`src/rtl/gyro_tilt_detector.sv`:
```
// Gyro tilt detector: per-axis hysteresis deadband, debounce and sensor watchdog.
// Optional saturation rejection is enabled by defining GYRO_SAT_CHECK_EN.
module gyro_tilt_detector #(
    parameter int DATA_W     = 16,
    parameter int THRESH_ON  = 200,
    parameter int THRESH_OFF = 150,
    parameter int DEBOUNCE   = 4,
    parameter int TIMEOUT    = 1000
) (
    input  logic              clk,
    input  logic              reset,
    input  logic              sample_valid,
    input  logic [DATA_W-1:0] gyro_x_raw,
    input  logic [DATA_W-1:0] gyro_y_raw,
    input  logic [DATA_W-1:0] gyro_z_raw,
    output logic              gyroX,
    output logic              gyro_X,
    output logic              gyroY,
    output logic              gyro_Y,
    output logic              gyroZ,
    output logic              gyro_Z,
    output logic              gyroCheck
);

    localparam int CW = $clog2(DEBOUNCE + 1);
    localparam int WW = $clog2(TIMEOUT + 1);

    localparam logic signed [DATA_W:0] ON_P  = (DATA_W+1)'(THRESH_ON);
    localparam logic signed [DATA_W:0] ON_N  = (DATA_W+1)'(-THRESH_ON);
    localparam logic signed [DATA_W:0] OFF_P = (DATA_W+1)'(THRESH_OFF);
    localparam logic signed [DATA_W:0] OFF_N = (DATA_W+1)'(-THRESH_OFF);
    localparam logic [CW-1:0]          DB    = CW'(DEBOUNCE);
    localparam logic [WW-1:0]          TO    = WW'(TIMEOUT);

    typedef enum logic [1:0] {
        NEUTRAL = 2'd0,
        POS     = 2'd1,
        NEG     = 2'd2
    } axis_t;

    axis_t                  st    [3];
    axis_t                  st_n  [3];
    logic [CW-1:0]          cnt   [3];
    logic [CW-1:0]          cnt_n [3];
    logic [CW-1:0]          c1    [3];
    logic                   dir   [3];
    logic                   dir_n [3];
    logic signed [DATA_W:0] smp   [3];
    logic [WW-1:0]          wd;
    logic [WW-1:0]          wd_n;
    logic                   sat;
    logic                   upd;
    logic                   timeout;

    // Sign-extend so negated thresholds and the most-negative code compare safely
    assign smp[0] = {gyro_x_raw[DATA_W-1], gyro_x_raw};
    assign smp[1] = {gyro_y_raw[DATA_W-1], gyro_y_raw};
    assign smp[2] = {gyro_z_raw[DATA_W-1], gyro_z_raw};

`ifdef GYRO_SAT_CHECK_EN
    localparam logic [DATA_W-1:0] SMAX = {1'b0, {(DATA_W-1){1'b1}}};
    localparam logic [DATA_W-1:0] SMIN = {1'b1, {(DATA_W-1){1'b0}}};

    function automatic logic is_ext(input logic [DATA_W-1:0] v);
        return (v == SMAX) || (v == SMIN);
    endfunction

    assign sat = is_ext(gyro_x_raw) | is_ext(gyro_y_raw) | is_ext(gyro_z_raw);
`else
    assign sat = 1'b0;
`endif

    assign upd = sample_valid && !sat;

    always_comb begin
        if (sample_valid)
            wd_n = '0;
        else if (wd == TO)
            wd_n = TO;
        else
            wd_n = wd + WW'(1);
    end

    assign timeout = !sample_valid && (wd_n == TO);

    always_comb begin
        for (int i = 0; i < 3; i++) begin
            st_n[i]  = st[i];
            cnt_n[i] = cnt[i];
            dir_n[i] = dir[i];
            c1[i]    = '0;
            if (timeout) begin
                st_n[i]  = NEUTRAL;
                cnt_n[i] = '0;
            end else if (upd) begin
                case (st[i])
                    NEUTRAL: begin
                        if (smp[i] > ON_P || smp[i] < ON_N) begin
                            // dir=1 tracks the negative direction
                            c1[i] = (dir[i] == (smp[i] < ON_N)) ?
                                    cnt[i] + CW'(1) : CW'(1);
                            dir_n[i] = (smp[i] < ON_N);
                            if (c1[i] == DB) begin
                                st_n[i]  = (smp[i] < ON_N) ? NEG : POS;
                                cnt_n[i] = '0;
                            end else begin
                                cnt_n[i] = c1[i];
                            end
                        end else begin
                            cnt_n[i] = '0;
                        end
                    end
                    POS: begin
                        if (smp[i] < OFF_P) begin
                            c1[i] = cnt[i] + CW'(1);
                            if (c1[i] == DB) begin
                                st_n[i]  = NEUTRAL;
                                cnt_n[i] = '0;
                            end else begin
                                cnt_n[i] = c1[i];
                            end
                        end else begin
                            cnt_n[i] = '0;
                        end
                    end
                    NEG: begin
                        if (smp[i] > OFF_N) begin
                            c1[i] = cnt[i] + CW'(1);
                            if (c1[i] == DB) begin
                                st_n[i]  = NEUTRAL;
                                cnt_n[i] = '0;
                            end else begin
                                cnt_n[i] = c1[i];
                            end
                        end else begin
                            cnt_n[i] = '0;
                        end
                    end
                    default: begin
                        st_n[i]  = NEUTRAL;
                        cnt_n[i] = '0;
                    end
                endcase
            end
        end
    end

    always_ff @(posedge clk) begin
        if (reset) begin
            for (int i = 0; i < 3; i++) begin
                st[i]  <= NEUTRAL;
                cnt[i] <= '0;
                dir[i] <= 1'b0;
            end
            wd        <= '0;
            gyroCheck <= 1'b0;
            gyroX     <= 1'b0;
            gyro_X    <= 1'b0;
            gyroY     <= 1'b0;
            gyro_Y    <= 1'b0;
            gyroZ     <= 1'b0;
            gyro_Z    <= 1'b0;
        end else begin
            for (int i = 0; i < 3; i++) begin
                st[i]  <= st_n[i];
                cnt[i] <= cnt_n[i];
                dir[i] <= dir_n[i];
            end
            wd <= wd_n;
            if (sample_valid)
                gyroCheck <= !sat;
            else if (timeout)
                gyroCheck <= 1'b0;
            gyroX  <= (st_n[0] == POS);
            gyro_X <= (st_n[0] == NEG);
            gyroY  <= (st_n[1] == POS);
            gyro_Y <= (st_n[1] == NEG);
            gyroZ  <= (st_n[2] == POS);
            gyro_Z <= (st_n[2] == NEG);
        end
    end

endmodule

```
`config.mk`:
```
export PLATFORM = sky130hd
export DESIGN_NAME = gyro_tilt_detector
export DESIGN_NICKNAME = d
export VERILOG_FILES = /design/src/rtl/gyro_tilt_detector.sv
export SDC_FILE = /design/constraint.sdc
export NUM_CORES = 1
export LEC_CHECK = 0
export CAP_MARGIN = 25
export CORE_AREA = 5 5 81 83
export DETAILED_ROUTE_END_ITERATION = 8
export DIE_AREA = 0 0 86 88
export PLACE_DENSITY = 0.7
export SETUP_SLACK_MARGIN = 0.2
export SLEW_MARGIN = 30
export SYNTH_ARGS = -nofsm -noshare
export SYNTH_HDL_FRONTEND = slang
export SYNTH_SLANG_ARGS = --single-unit
```
`constraint.sdc`:
```
create_clock -name clk -period 2.9 [get_ports clk]
set_clock_uncertainty 0.15 [all_clocks]
set_input_delay 0.29 -clock clk [delete_from_list [all_inputs] [get_ports clk]]
set_output_delay 0.29 -clock clk [all_outputs]
set_load 0.05 [all_outputs]
```
==> results of run 1 <==
[through the flow]
step | util, % | power [mW] | setup slack, ns
floorplan | - | 0.611 | 0.484
global placement | 54.8 | 0.721 | 0.136
detailed placement | 54.8 | 0.724 | 0.106
CTS | 56.3 | 1.07 | 0.391
global route | 56.3 | 1.12 | 0.246
finish | 56.3 | 1.06 | 0.405
[synthesized netlist by cell type (all sizes together), types with 4 or more instances]
cell type and count:
dfxtp 35, nor2 33, nand2 25, inv 16, nand3 13, a21oi 12
o31ai 10, and2 9, nor3 9, nor4 9, ha 8, nand4 7
o21ai 7, xnor2 7, nand2b 6, nor2b 6, xor2 6, a211oi 5
a311oi 5, a31oi 5, o211ai 5, a32o 4, and3 4, nor3b 4
o311a 4, o31a 4, or4 4
[worst max-delay path, cell delays in order]
cell and delay (ns):
clkdlybuf4s50_1 0.47, or4b_1 0.53, or4_1 0.51, nand3_1 0.10, a2bb2oi_1 0.29, o221ai_1 0.14
and3b_1 0.18
[metal layers]
metal	global-route usage (%)	part of all wire [%]	routed length (µm)	up-vias
met1	22.5	47	3010	1201
met3	3.48	5.6	359	2
li1	-	-	-	1312
met2	30.4	47	3010	51
met5	0	0	0	-
met4	3.45	0.31	20	0
[cell type report]
cell class | instances | area, µm² | area share, %
Multi-Input combinational cell | 251 | 1700 | 52.2
Sequential cell | 35 | 701 | 21.5
Timing Repair Buffer | 63 | 616 | 18.9
Tap cell | 75 | 93.8 | 2.88
Clock buffer | 6 | 72.6 | 2.23
Inverter | 16 | 60.1 | 1.84
Clock inverter | 2 | 12.5 | 0.384
[state kept, by name, summed over array words and instances (netlist names)]
signal     flops
dir            3
wd            10
gyroCheck      1
st             6
gyro_Z         1
gyro_Y         1
gyroZ          1
gyro_X         1
cnt            9
gyroY          1
gyroX          1
[cell usage in the layout (no fill, tap or decap), types with 5 or more instances in the layout]
master and n:
a21oi_1 12, xnor2_1 7, inv_1 15, and2_1 9
nor4_1 9, a211oi_1 5, nand2b_1 6, ha_1 8
xor2_1 6, nor3_1 9, o31ai_1 9, clkbuf_8 5
nor2b_1 6, o21ai_0 7, buf_4 6, nor2_1 33
nand4_1 6, clkdlybuf4s50_1 57, a31oi_1 5, nand3_1 12
nand2_1 25, dfxtp_1 35
[cells by family (layout without fill, tap and decap cells)]
logic type      Yosys count  in the layout  share of synthesized area [%]
compound gates           88             88                           28.6
xor+xnor                 13             13                           4.57
flops                    35             35                           28.1
buf+inv                  22             87                           3.62
simple gates            141            141                           30.6
mux                       1              1                          0.452
fa+ha+maj                 8              8                           4.02
[final timing paths]
| path | to | slack (ns) | cells after the start |
|---|---|---|---|
| worst max-delay path | cnt[0][0]$_SDFFE_PP0P_ | 0.40 | 7 |
| worst min-delay path | gyroCheck$_SDFFE_PP0P_ | 0.32 | 2 |
| worst max register to register | cnt[0][0]$_SDFFE_PP0P_ | 0.41 | 7 |
| worst min register to register | gyroCheck$_SDFFE_PP0P_ | 0.32 | 2 |
[power breakdown]
part | internal, mW | total [mW] | switching, mW
clock network | 0.168 | 0.347 | 0.179
registers | 0.491 | 0.502 | 0.0111
logic | 0.113 | 0.213 | 0.0998
total | 0.772 | 1.06 | 0.290
==> results.json, run 1 <==
{
  "status": "finished, final reports clean",
  "grt_use_total_pct": 17.5,
  "io_pins": 58,
  "clock_sinks": 35,
  "detail_route.first_pass.iterations": 4,
  "synth-edff-count": 0,
  "initial_utilization_pct": 43.1,
  "post_cts_buffers": 0,
  "drt_iter0_drc": 111,
  "finalSetupViolations": 0,
  "finalWirelength_um": 6400,
  "root_buffer": "clkbuf_8",
  "grt_pass1_wl_um": 11000,
  "grt_max_degree": 22,
  "slew_violations": 0,
  "final_nets": 431,
  "cts_resized": 0,
  "fmax_mhz": 401,
  "hold_class": "reg -> reg",
  "startpoint": "gyro_x_raw[4]",
  "grt_pass1_vias": 2552,
  "die_y_um": 88,
  "antenna_found_initial": 0,
  "cap_violations": 0,
  "hold_viol_final": 0,
  "syn_nets": 367,
  "synthesis.area_mm2": 0.00249,
  "clk_path_buf_depth": 2,
  "drc_errors": 0,
  "period_share_pct": 86.0,
  "post_layout_nonfiller_instances": 448,
  "cts_max_level": 2,
  "holdWs_ns": 0.322,
  "cts_inserted_buffers": 5,
  "dieWidth_um": 86,
  "cts_tree": "done",
  "synth-warning-count": 0,
  "placementRows": 28,
  "synth_top_area_share_pct": 28.1,
  "overflow": 0,
  "worstPathArrival_ns": 2.53,
  "synth.avg_cell_area_um2": 8.09,
  "crit_path_start_kind": "primary input",
  "period_minus_slack_ns": 2.50,
  "holdCritStartpoint": "gyroCheck$_SDFFE_PP0P_",
  "relSlewSlack_pct": 54.7,
  "required_ns": 2.93,
  "setup_tns_ns": 0,
  "post_drt_wl_per_cell_um": 14.3,
  "port_buffers": 57,
  "drive_above_1_share_pct": 7.24,
  "r2r_start": "wd[0]$_SDFF_PP0_",
  "synth_seq_cells": 35,
  "dp_cells": 440,
  "via_count": 2566,
  "final_area_mm2": 0.00326,
  "synthFlopType": "dfxtp_1",
  "worstPathMaxFanout": 5,
  "rsz0062_at_grt": "no",
  "n_antenna_cell": 0,
  "end_kind": "flop",
  "ir_drop_mv": 0.305,
  "place_congestion": 0.880,
  "postRouteAntennaNets": 0,
  "netlist-cell-type-count": 70,
  "area_growth_pct": 30.7,
  "ys_seq_area_share_pct": 28.1,
  "worst_pin_slew_ns": 0.674,
  "via_per_inst": 5.73,
  "synth_top_area_cell": "dfxtp_1",
  "path_clk_slew_ns": 0.07,
  "async_flop_share_pct": 0,
  "critPathKind": "in -> reg",
  "dp_hpwl_um": 5000,
  "place_area_mm2": 0.00317,
  "syn_inst": 308,
  "cts_hold_buf": 0,
  "powerDensity_mw_per_mm2": 326,
  "p_leak_nw": 1.15,
  "dieArea_mm2": 0.00757,
  "core_area_mm2": 0.00578,
  "clock_latency_ns": 0.29,
  "synth_area_leaders": "dfxtp_1 (28%), nor2_1 (5.0%), ha_1 (4.0%)",
  "fillers": 556
}
Power figures use the tool's default switching activity.
==> inputs of run 2 (changes only) <==
- SKIP_LAST_GASP: not set -> 1
==> results of run 2 <==
Final layout, timing and power as in run 1 (identical DEF).
